<file path="src/rtl/imm_encoder.sv">
// -----------------------------------------------------------------------------
// imm_encoder
//   Builds RV32I instruction words from an opcode, function fields, register
//   indices and a signed immediate. This is the inverse of the immediate
//   extender. The immediate is range- and alignment-checked, then scattered
//   into the format's bit positions. Illegal requests yield a NOP with out_err
//   set. Output words leave through a registered valid/ready stage that has a
//   2-entry skid buffer (main + skid).
//
// Ports
//   clk        rising-edge clock
//   rst        synchronous, active-high reset
//   in_valid   request present
//   in_ready   encoder can accept (registered state, forced low during rst)
//   in_opcode  ins[6:0]
//   in_funct3  ins[14:12]
//   in_funct7  ins[31:25] for R-type and shift-immediates
//   in_rd/in_rs1/in_rs2  register indices
//   in_imm     signed immediate (byte offset for B/J, full value for U)
//   out_valid  word available
//   out_ready  consumer takes word
//   out_ins    encoded instruction
//   out_err    out_ins is a NOP substituted for an illegal request
//   err_count  saturating count of errored words delivered
// -----------------------------------------------------------------------------
module imm_encoder #(
    parameter int ERR_CNT_W = 8
) (
    input  logic                 clk,
    input  logic                 rst,
    input  logic                 in_valid,
    output logic                 in_ready,
    input  logic [6:0]           in_opcode,
    input  logic [2:0]           in_funct3,
    input  logic [6:0]           in_funct7,
    input  logic [4:0]           in_rd,
    input  logic [4:0]           in_rs1,
    input  logic [4:0]           in_rs2,
    input  logic [31:0]          in_imm,
    output logic                 out_valid,
    input  logic                 out_ready,
    output logic [31:0]          out_ins,
    output logic                 out_err,
    output logic [ERR_CNT_W-1:0] err_count
);

    localparam logic [6:0]  OP_R      = 7'h33;
    localparam logic [6:0]  OP_IMM    = 7'h13;
    localparam logic [6:0]  OP_LOAD   = 7'h03;
    localparam logic [6:0]  OP_JALR   = 7'h67;
    localparam logic [6:0]  OP_STORE  = 7'h23;
    localparam logic [6:0]  OP_BRANCH = 7'h63;
    localparam logic [6:0]  OP_JAL    = 7'h6F;
    localparam logic [6:0]  OP_LUI    = 7'h37;
    localparam logic [6:0]  OP_AUIPC  = 7'h17;
    localparam logic [31:0] NOP_INS   = 32'h0000_0013;

    typedef enum logic [1:0] {
        ST_EMPTY = 2'd0,
        ST_ONE   = 2'd1,
        ST_TWO   = 2'd2
    } state_t;

    // ------------------------------------------------------------------
    // Immediate checks. A value fits an N-bit signed field when every bit
    // above the field's sign bit equals that sign bit.
    // ------------------------------------------------------------------
    logic fits12;
    logic fits13;
    logic fits21;
    logic is_shift;
    logic shamt_ok;
    logic shift_f7_ok;

    assign fits12      = (in_imm[31:11] == {21{in_imm[11]}});
    assign fits13      = (in_imm[31:12] == {20{in_imm[12]}});
    assign fits21      = (in_imm[31:20] == {12{in_imm[20]}});
    assign is_shift    = (in_funct3 == 3'b001) || (in_funct3 == 3'b101);
    assign shamt_ok    = (in_imm[31:5] == 27'd0);
    // funct7 0x20 selects SRAI; it has no meaning for SLLI.
    assign shift_f7_ok = (in_funct7 == 7'h00) ||
                         ((in_funct7 == 7'h20) && (in_funct3 == 3'b101));

    logic [31:0] enc_ins;
    logic        enc_err;

    always_comb begin
        enc_ins = 32'h0;
        enc_err = 1'b0;
        case (in_opcode)
            OP_R: begin
                enc_ins = {in_funct7, in_rs2, in_rs1, in_funct3, in_rd, in_opcode};
            end
            OP_IMM: begin
                if (is_shift) begin
                    enc_err = !shamt_ok || !shift_f7_ok;
                    enc_ins = {in_funct7, in_imm[4:0], in_rs1, in_funct3, in_rd, in_opcode};
                end else begin
                    enc_err = !fits12;
                    enc_ins = {in_imm[11:0], in_rs1, in_funct3, in_rd, in_opcode};
                end
            end
            OP_LOAD, OP_JALR: begin
                enc_err = !fits12;
                enc_ins = {in_imm[11:0], in_rs1, in_funct3, in_rd, in_opcode};
            end
            OP_STORE: begin
                enc_err = !fits12;
                enc_ins = {in_imm[11:5], in_rs2, in_rs1, in_funct3, in_imm[4:0], in_opcode};
            end
            OP_BRANCH: begin
                enc_err = !fits13 || in_imm[0];
                enc_ins = {in_imm[12], in_imm[10:5], in_rs2, in_rs1, in_funct3,
                           in_imm[4:1], in_imm[11], in_opcode};
            end
            OP_JAL: begin
                enc_err = !fits21 || in_imm[0];
                enc_ins = {in_imm[20], in_imm[10:1], in_imm[11], in_imm[19:12],
                           in_rd, in_opcode};
            end
            OP_LUI, OP_AUIPC: begin
                enc_err = (in_imm[11:0] != 12'd0);
                enc_ins = {in_imm[31:12], in_rd, in_opcode};
            end
            default: begin
                enc_err = 1'b1;
            end
        endcase
        if (enc_err) begin
            enc_ins = NOP_INS;
        end
    end

    // ------------------------------------------------------------------
    // Output stage: main register drives out_*, skid holds the word that
    // arrives while main is stalled.
    // ------------------------------------------------------------------
    state_t                 state_reg;
    logic                   in_ready_reg;
    logic                   out_valid_reg;
    logic [31:0]            main_ins_reg;
    logic                   main_err_reg;
    logic [31:0]            skid_ins_reg;
    logic                   skid_err_reg;
    logic [ERR_CNT_W-1:0]   err_count_reg;

    logic accept;
    logic deliver;

    // The rst gate holds in_ready low during reset. It has no path from out_ready.
    assign in_ready  = in_ready_reg && !rst;
    assign out_valid = out_valid_reg;
    assign out_ins   = main_ins_reg;
    assign out_err   = main_err_reg;
    assign err_count = err_count_reg;

    assign accept  = in_valid && in_ready;
    assign deliver = out_valid_reg && out_ready;

    always_ff @(posedge clk) begin
        if (rst) begin
            state_reg     <= ST_EMPTY;
            in_ready_reg  <= 1'b1;
            out_valid_reg <= 1'b0;
            main_ins_reg  <= 32'h0;
            main_err_reg  <= 1'b0;
            skid_ins_reg  <= 32'h0;
            skid_err_reg  <= 1'b0;
            err_count_reg <= '0;
        end else begin
            if (deliver && main_err_reg && (err_count_reg != '1)) begin
                err_count_reg <= err_count_reg + 1'b1;
            end

            case (state_reg)
                ST_EMPTY: begin
                    if (accept) begin
                        main_ins_reg  <= enc_ins;
                        main_err_reg  <= enc_err;
                        out_valid_reg <= 1'b1;
                        state_reg     <= ST_ONE;
                    end
                end
                ST_ONE: begin
                    if (accept && deliver) begin
                        main_ins_reg <= enc_ins;
                        main_err_reg <= enc_err;
                    end else if (accept) begin
                        skid_ins_reg <= enc_ins;
                        skid_err_reg <= enc_err;
                        in_ready_reg <= 1'b0;
                        state_reg    <= ST_TWO;
                    end else if (deliver) begin
                        out_valid_reg <= 1'b0;
                        state_reg     <= ST_EMPTY;
                    end
                end
                ST_TWO: begin
                    // in_ready is low here, so only a delivery can happen.
                    if (deliver) begin
                        main_ins_reg <= skid_ins_reg;
                        main_err_reg <= skid_err_reg;
                        in_ready_reg <= 1'b1;
                        state_reg    <= ST_ONE;
                    end
                end
                default: begin
                    out_valid_reg <= 1'b0;
                    in_ready_reg  <= 1'b1;
                    state_reg     <= ST_EMPTY;
                end
            endcase
        end
    end

endmodule
</file>
<file path="config.mk">
export PLATFORM = sky130hd
export DESIGN_NAME = imm_encoder
export DESIGN_NICKNAME = d
export VERILOG_FILES = /design/src/rtl/imm_encoder.sv
export SDC_FILE = /design/constraint.sdc
export NUM_CORES = 1
export LEC_CHECK = 0
export CAP_MARGIN = 20
export CORE_MARGIN = 5
export CORE_UTILIZATION = 49
export CTS_CLUSTER_SIZE = 25
export DETAILED_ROUTE_END_ITERATION = 10
export GPL_TIMING_DRIVEN = 0
export PLACE_DENSITY = 0.81
export SLEW_MARGIN = 0
export SYNTH_ARGS = -nofsm -noshare
export SYNTH_HDL_FRONTEND = slang
export SYNTH_SLANG_ARGS = --single-unit
export TNS_END_PERCENT = 50
</file>
<file path="constraint.sdc">
create_clock -name clk -period 3.3 [get_ports clk]
set_clock_uncertainty 0.2 [all_clocks]
set_input_delay 0.33 -clock clk [delete_from_list [all_inputs] [get_ports clk]]
set_output_delay 0.33 -clock clk [all_outputs]
set_load 0.05 [all_outputs]
</file>
* Word-level counts from Yosys, hierarchy flattened
Cells that the tools add are included.
** Storage, ports and cells
- Register bits after elaboration :: 78
- Input port bits :: 68
- Output and inout port bits :: 43
- Word-level logic and storage cells :: 97
** Operators by class
- $add $sub $neg :: 1
- Eq/ne operators :: 26
- Mux-type cells :: 28
- Bitwise gates (word level) :: 3
- Reduce and logical (&&, ||, !) cells :: 31
** Operator list (count)
- 32-bit case mux with 7 select lines :: 1
- 32-bit 2-to-1 mux :: 5
- 32-bit case mux with 3 select lines :: 1
- 7-bit by 6-bit == test with 1-bit output (second input constant) :: 4
- 27-bit logical NOT :: 1
- 7-bit == test (second input constant) :: 3
- 20-bit == test :: 1
- 19-bit == test :: 1
- 7-bit by 5-bit == test with 1-bit output (second input constant) :: 2
- 2-bit != test (second input constant) :: 7
- 4-bit AND reduction :: 3
- 12-bit nonzero test :: 1
- 11-bit == test :: 1
- 1-bit 2-to-1 mux :: 11
- 2-bit 2-to-1 mux :: 5
- 1-bit case mux with 3 select lines :: 3
- 8-bit by 1-bit adder with 8-bit output (second input constant) :: 1
- 8-bit != test (second input constant) :: 1
- 7-bit by 2-bit == test with 1-bit output (second input constant) :: 1
- 1-bit logical AND :: 7
- 7-bit logical NOT :: 1
- 1-bit logical NOT :: 6
- 1-bit case mux with 6 select lines :: 1
- 2-bit case mux with 3 select lines :: 1
- other kinds (13) :: 20

* Longest topological paths before layout
Gate-level depths: netlist (run 1).
- Depth after elaboration :: 10
- Gate-level depth with buffers :: 11
- Depth with buffers taken out :: 9

* Least setup slack after synthesis (run 1)
Ideal clock, no wire load.
- Path type :: input -> register
- Start :: in in_imm[1]
- End :: reg skid_ins_reg[10]
- Library setup time :: 0.067 ns
- Data arrival time :: 2.229 ns
- Slack :: 0.804 ns
- Stages :: 7
- Cells stage by stage :: or4_1 o41ai_2 o211ai_2 or4b_4 buf_6 buf_6 o21ai_2
** On the way
- Longest elaborated chain between the ends :: 3
** RTL lines
- from (decl) :: line 39 : input logic [31:0] in_imm,
- 12-bit nonzero test :: line 122 : enc_err = (in_imm[11:0] != 12'd0);
- 1-bit case mux with 6 select lines :: line 90 : case (in_opcode)
- 32-bit 2-to-1 mux :: line 129 : if (enc_err) begin
- to (signal assigned) :: line 189 : skid_ins_reg <= enc_ins;
- to (decl) :: line 143 : logic [31:0] skid_ins_reg;
Every way passes these cells.
A chain may end at the register's enable or synchronous reset.

* Final worst setup path (run 1)
- Start :: in in_opcode[1]
- End :: reg main_ins_reg[18], in the netlist out_ins[18]
** On the way
- Longest elaborated chain between the ends :: 6
- Elaborated cells between the ends (all ways) :: 18
** RTL lines
- from (decl) :: line 33 : input logic [6:0] in_opcode,
- 7-bit by 6-bit == test with 1-bit output, or another cell as far along :: line 90
- 3-bit OR reduction (no line) / 2-bit OR reduction (equally long branches)
- 1-bit case mux with 6 select lines / 32-bit case mux with 7 select lines (equally long branches) :: line 90
- 32-bit 2-to-1 mux * :: line 129
- 32-bit 2-to-1 mux, on equally long branches :: line 185, 177
- 32-bit case mux with 3 select lines * :: line 175 : case (state_reg)
- to (signal assigned) :: line 178 : main_ins_reg <= enc_ins;
- to (signal assigned) :: line 186 : main_ins_reg <= enc_ins;
- to (signal assigned) :: line 201 : main_ins_reg <= skid_ins_reg;
- to (decl) :: line 141 : logic [31:0] main_ins_reg;
Mark *: on every way between the ends. The rest lies on a longest branch, timed or not. The select of a mux whose other input is x is not followed.

==> flow_summary.toml, run 1 <==
[outcome]
status = "finished clean"

[route]
drt-vias-per-instance = 6.30
drc = 0
wirelength_mm = 14.3
wl_per_cell_um = 19.1
drtPass1Iterations = 8
final_antenna_net_count = 0
vias = 4709
drt-initial-drc-count = 417

[timing]
fin_crit_sh_pct = 95.0
max-slew-margin-rel_pct = 34.7
tns_ns = 0
period_needed_ns = 3.14
tightestPinTransition_ns = 0.955
setup_viol = 0
rsz0062_at_grt = "no"
slew_viol_final = 0
final_hold_viol_count = 0
max_clock_freq_ghz = 0.319

[synth]
yosysSeqAreaShare_pct = 38.4
yosysWarningCount = 0
synth-main-ff-cell = "dfxtp_1"
syn_inst = 517
synthArstFlopShare_pct = 0
syn-num-nets = 587
synth_edf_count = 0
syn_avg_cell_area_sq_um = 7.86
syn_area_sq_um = 4060
ys_types = 57
synth_seq_cells = 78

[cts]
clock_path_buffers = 2
cts_root_buf = "clkbuf_8"
clock_sinks = 78
cts_tree = "yes"
cts_made_buffers = 9
post_cts_resized = 0
cts_setup_buffers = 0
cts_hold_buf = 0
clkTransAtPathRegs_ns = 0.08
clock_latency_ns = 0.36
htreeDepth = 3

[floorplanning]
die_h_um = 101
rows = 33
die_area_sq_um = 10200
start_util_pct = 50.0
io_pins = 111
die_w_um = 101
core-area_sq_um = 8130

[setup_path]
critPathTopFamily = "simple AND/OR/NAND/NOR gates"
critPathSlowestCell = "o32ai_1"
worstPathMaxFanout = 10
crit_chain = "clkdlybuf4s50_1 > nand2_1 > nor4_4 > nand2_1 > o32ai_1 > buf_2 > nor4_1 > a221oi_1 > nor3_1"
cp_common_cell = "nand2_1"
start_kind = "input pin"
crit_path_start = "in_opcode[1]"
rr_startpoint = "state_reg[1]$_SDFFE_PP0P_"
endpoint_kind = "flip-flop"
cp.arrival_ns = 3.17
max_stage_delay_ns = 0.56
rrSetupSlack_ns = 0.74
reg2reg_depth = 8
rr_endpoint = "out_ins[4]$_SDFFE_PP0P_"
path_buf_inv = 2
crit_type = "input pin to flip-flop"
cp-endpoint = "out_ins[18]$_SDFFE_PP0P_"
path_depth = 9
worstPathRequired_ns = 3.33

[layout]
final_layout_size_suffix_gt1_share_pct = 6.70
diodes = 0
multiInputGateArea_sq_um = 2300
area_growth_pct = 36.3
stdcell_count = 747
utilization_pct = 68.1
fin_area_sq_um = 5540
n_fill_cell = 689
final_nets = 707
seq_area_sq_um = 1560

[place]
place_hpwl_mm = 11.1
dpl_cell_area_sq_um = 5290
dp_cells = 731
portBuffers = 109
place_congestion = 0.915

[power]
total_power_mw = 2.47
ir_drop_v = 0.000212
power.leakage_nw = 1.87
p_per_area_nw_per_um2 = 446

[grt]
grt_use_total_pct = 28.2
global_route.overflow_total = 0
grt_max_degree = 15
grt_antenna_before_repair = 0
grt_pass1_wl_mm = 22.5
grt_pass1_vias = 4409

[worst_hold_path]
holdCritPathClass = "flip-flop to flip-flop"

[run]
cap_viol_max_count = 0
==> worst min-delay path, delay by kind of cell, from the launching register on <==
kind | cells | cell delay [ns]
compound gates | 1 | 0.05
simple gates | 1 | 0.05
flops | 1 | 0.32
==> cells in the final DEF (no fill, tap or decap), types with 2 or more instances in the layout <==
cell type,netlist,final
nor2_1,67,67
nor2b_1,3,3
buf_2,7,7
o21ai_2,10,10
buf_6,2,2
and2_1,3,3
nand4b_1,2,2
dfxtp_1,78,78
nor3_1,41,41
bufinv_16,0,3
a31oi_1,2,2
clkdlybuf4s50_1,0,109
a211o_1,2,2
nand4_1,6,6
a222oi_1,10,10
o21ai_1,9,9
clkbuf_1,31,32
or2_2,2,2
or3_1,3,3
nand2b_1,3,3
o22ai_1,2,2
inv_1,8,8
nand3b_1,2,2
nand3_1,13,13
nor4_1,34,34
a21oi_1,19,19
clkbuf_8,0,9
and3_1,4,4
o21ai_0,20,20
or4_1,2,2
and3b_1,2,2
nand2_1,54,54
ha_1,2,2
a211oi_1,7,7
a22oi_1,13,13
a32o_1,2,2
a221oi_1,26,26
xor2_1,4,4
==> logic make-up (layout without fill, tap and decap cells) <==
logic type,count (synthesis),count (layout),synth area share (%)
buffers and inverters,49,174,5.14
DFF,78,78,38.4
AOI/OAI and AO/OA,134,134,24.3
and+or+nand+nor,247,247,29.9
adders and majority gates,2,2,0.616
xor gates and xnor gates,5,5,1.08
muxes,2,2,0.523
==> worst min path at each step <==
stage	from	endpoint	slack, ns	cells after the start
final	skid_ins_reg[25]$_SDFFE_PP0P_	skid_ins_reg[25]$_SDFFE_PP0P_	0.26	2
after global routing	skid_ins_reg[23]$_SDFFE_PP0P_	skid_ins_reg[23]$_SDFFE_PP0P_	0.28	2
after CTS	skid_ins_reg[20]$_SDFFE_PP0P_	skid_ins_reg[20]$_SDFFE_PP0P_	0.26	2
after detailed placement	skid_ins_reg[20]$_SDFFE_PP0P_	skid_ins_reg[20]$_SDFFE_PP0P_	0.24	2
after global placement	skid_ins_reg[18]$_SDFFE_PP0P_	skid_ins_reg[18]$_SDFFE_PP0P_	0.23	2
after floorplan	skid_ins_reg[18]$_SDFFE_PP0P_	skid_ins_reg[18]$_SDFFE_PP0P_	0.23	2
==> stage by stage <==
step	hold WS (ns)	setup WS, ns
after floorplan	0.225	0.804
after global placement	0.235	-0.156
after detailed placement	0.242	-0.196
after CTS	0.260	0.168
after global routing	0.276	0.00696
final	0.259	0.164
==> power by group <==
group	total (mW)	leakage (nW)	switching (mW)	internal [mW]
Sequential	1.01	0.634	0.0255	0.984
Clock	0.900	0.119	0.389	0.511
Combinational	0.564	1.12	0.353	0.211
Total	2.47	1.87	0.767	1.71
==> metal layers <==
| layer | part of all wire (%) | GRT usage (%) | vias to the layer above |
|---|---|---|---|
| met5 | 0 | 0 | - |
| met4 | 2.3 | 10.1 | 0 |
| met3 | 8.4 | 5.95 | 23 |
| met2 | 46 | 44.7 | 247 |
| met1 | 43 | 37.6 | 2231 |
| li1 | - | - | 2208 |
==> Yosys cell counts (2+ instances only) <==
master / n / share of area (%)
nor3_1: 41 / 5.0
xor2_1: 4 / 0.86
a22oi_1: 13 / 2.4
and2_1: 3 / 0.46
o21ai_0: 20 / 2.5
nand4b_1: 2 / 0.43
or4_1: 2 / 0.37
and3b_1: 2 / 0.43
o21ai_2: 10 / 2.2
a32o_1: 2 / 0.49
o21ai_1: 9 / 1.1
nand3b_1: 2 / 0.37
nand2b_1: 3 / 0.46
a21oi_1: 19 / 2.3
nor2b_1: 3 / 0.46
buf_6: 2 / 0.55
or2_2: 2 / 0.31
a221oi_1: 26 / 5.6
a211oi_1: 7 / 1.3
inv_1: 8 / 0.74
nor2_1: 67 / 6.2
ha_1: 2 / 0.62
nand3_1: 13 / 1.6
a222oi_1: 10 / 2.5
or3_1: 3 / 0.46
o22ai_1: 2 / 0.31
dfxtp_1: 78 / 38
nand2_1: 54 / 5.0
nand4_1: 6 / 0.92
clkbuf_1: 31 / 2.9
a211o_1: 2 / 0.43
and3_1: 4 / 0.62
nor4_1: 34 / 5.2
buf_2: 7 / 0.86
a31oi_1: 2 / 0.31
==> final cells by class <==
class | instances | share of cell area (%)
Inverter | 8 | 0.542
Sequential cell | 78 | 28.2
Timing Repair Buffer | 109 | 19.7
Multi-Input combinational cell | 390 | 41.6
Clock inverter | 6 | 2.12
Buffer | 41 | 3.23
Tap cell | 105 | 2.37
Clock buffer | 10 | 2.30
Power figures use the tool's default switching activity.
==> run 2, diff against run 1 <==
TNS_END_PERCENT = 10   (was 50)
==> results of run 2 <==
Final layout, timing and power as in run 1 (identical DEF).
==> RTL change, RTL diff (flow settings as in run 1) <==
Encoding of `state_t`: now one-hot (3 bits for 3 states).
--- a/src/rtl/imm_encoder.sv
+++ b/src/rtl/imm_encoder.sv
@@ -55,10 +55,10 @@
     localparam logic [6:0]  OP_AUIPC  = 7'h17;
     localparam logic [31:0] NOP_INS   = 32'h0000_0013;
 
-    typedef enum logic [1:0] {
-        ST_EMPTY = 2'd0,
-        ST_ONE   = 2'd1,
-        ST_TWO   = 2'd2
+    typedef enum logic [2:0] {
+        ST_EMPTY = 3'b001,
+        ST_ONE   = 3'b010,
+        ST_TWO   = 3'b100
     } state_t;
 
     // ------------------------------------------------------------------
Check against the original RTL: no difference found for any inputs over 4 cycles, from zero or initial values and one cycle with rst high; so few cycles prove little.
==> RTL change against run 1 <==
  * Area after synthesis fell by 1.0%
  * Synthesized cell count is 2.9% lower
  * Global-route usage fell by 0.43 points
  * Worst setup slack gained 0.14 ns
  * Clock power shrank 15%
  * Highest routed layer unchanged
  * Count of clock-buffer cells in the layout up 1
  * Final area shrank 1.8%
  * Power down 16%
  * First-iteration DRC count decreased by 15%
  * Critical path depth unchanged
  * Sequential cell count up 1
  * Via count down 5.1%
  * Routed wire length is 1.9% lower
==> RTL change: results (changes against run 1) <==
dominant register cell in the synthesized netlist sky130_fd_sc_hd__dfxtp_1 (unchanged); number of ordinary inverters in the final layout 11 (was 8); critical path's slowest cell sky130_fd_sc_hd__clkdlybuf4s50_1 (was sky130_fd_sc_hd__o32ai_1); YS warnings 0 (unchanged); total routing resource utilization after global routing 27.7% (was 28.2%); Unique masters post-synth 55 (was 57); fin nets 691 (was 707); Non-CTS buffers 148 (was 150); Synth top cells by count sky130_fd_sc_hd__dfxtp_1 (79), sky130_fd_sc_hd__a21oi_1 (49), sky130_fd_sc_hd__nand2_1 (49), sky130_fd_sc_hd__nor2_1 (38), sky130_fd_sc_hd__clkbuf_1 (29) (was sky130_fd_sc_hd__dfxtp_1 (78), sky130_fd_sc_hd__nor2_1 (67), sky130_fd_sc_hd__nand2_1 (54), sky130_fd_sc_hd__nor3_1 (41), sky130_fd_sc_hd__nor4_1 (34)); IO buf count 108 (was 109); total routed wire length on the met1 layer 5630 µm (was 6120 µm); count of final setup violators 0 (unchanged); RD Place Congestion 0.881 (was 0.915); area taken by flip-flops and latches 0.00158 mm² (was 0.00156 mm²); multi-input combinational gate total 372 (was 390); Leakage Power 1.92 nW (was 1.87 nW); number of antenna violations at the first check in global routing 0 (unchanged); clock buffer count in the final layout 11 (was 10); Starting DRT DRC Count 354 (was 417); register bit total from synthesis 79 (was 78); pin count of the biggest net entering global routing 15 (unchanged); global-route wire length before repair 22,400 µm (was 22,500 µm); cell types occupying the most area after synthesis sky130_fd_sc_hd__dfxtp_1 (39%), sky130_fd_sc_hd__a21oi_1 (6.1%), sky130_fd_sc_hd__nand2_1 (4.6%) (was sky130_fd_sc_hd__dfxtp_1 (38%), sky130_fd_sc_hd__nor2_1 (6.2%), sky130_fd_sc_hd__a221oi_1 (5.6%)); Pre-Repair DR Iteration Count 7 (was 8); Vias per Instance 6.11 (was 6.30); post-synth net total 572 (was 587); internal power of the cells 0.00148 W (was 0.00171 W); non-clock buffer share of cell area 23.0% (was 22.9%); data arrival time of the worst path 3.07 ns (was 3.17 ns); met2 usage 47.7% (was 44.7%); cts hold-fix bufs 0 (unchanged); pre-CTS setup slack 0.0148 ns (was -0.196 ns); Comb power frac 16.0% (was 22.8%); status completed (unchanged); grt met1 use 34.3% (was 37.6%); worst hold path stage count 2 (unchanged); sum of met3 wire segment lengths after detailed routing 1120 µm (was 1200 µm); # H-tree levels 3 (unchanged); Seq/Total Area, Yosys 39.3% (was 38.4%); total length of routed met2 wires 6900 µm (was 6640 µm); fraction of area in clock buffers and inverters 3.77% (was 4.43%); filler instances 699 (was 689); via count of the first global-routing pass 4,416 (was 4,409); Seq pwr share 47.0% (was 40.8%); aggregate routed wire length 14,000 µm (was 14,300 µm); Rel. slew slack 33.5% (was 34.7%); Peak VDD IR 0.000210 V (was 0.000212 V); highest routed metal layer met4 (unchanged); layout cell share with drive strength beyond 1 5.11% (was 6.70%); dpl hpwl 10,900 µm (was 11,100 µm); multi-input gate share of the layout cell area 41.0% (was 41.6%)
[RTL change: cell families (layout without fill, tap and decap cells)]
family          Yosys count  in the layout  share of synthesized area [%]
xor+xnor                  8              8                           1.74
buf+inv                  51            175                           5.29
simple gates            194            194                           25.0
flops                    79             79                           39.3
mux                       2              2                          0.529
compound gates          166            166                           27.5
fa+ha+maj                 2              2                          0.622
[RTL change: per-stage QoR]
stage	cell area, µm²	power, W	std cells	hold WS, ns
after floorplan	4020	0.00116	502	0.221
after global placement	5240	0.00132	715	0.230
after detailed placement	5240	0.00132	715	0.239
after CTS	5440	0.00207	731	0.250
after global routing	5440	0.00214	731	0.267
final	5440	0.00207	731	0.249
[RTL change: worst paths after layout]
path	from	endpoint	slack [ns]
worst min-delay path	skid_ins_reg[12]	skid_ins_reg[12]	0.25
worst max register to register	state_reg[2]	out_ins[30]	0.39
worst max-delay path	in_imm[21]	out_ins[24]	0.30
worst min register to register	skid_ins_reg[12]	skid_ins_reg[12]	0.25
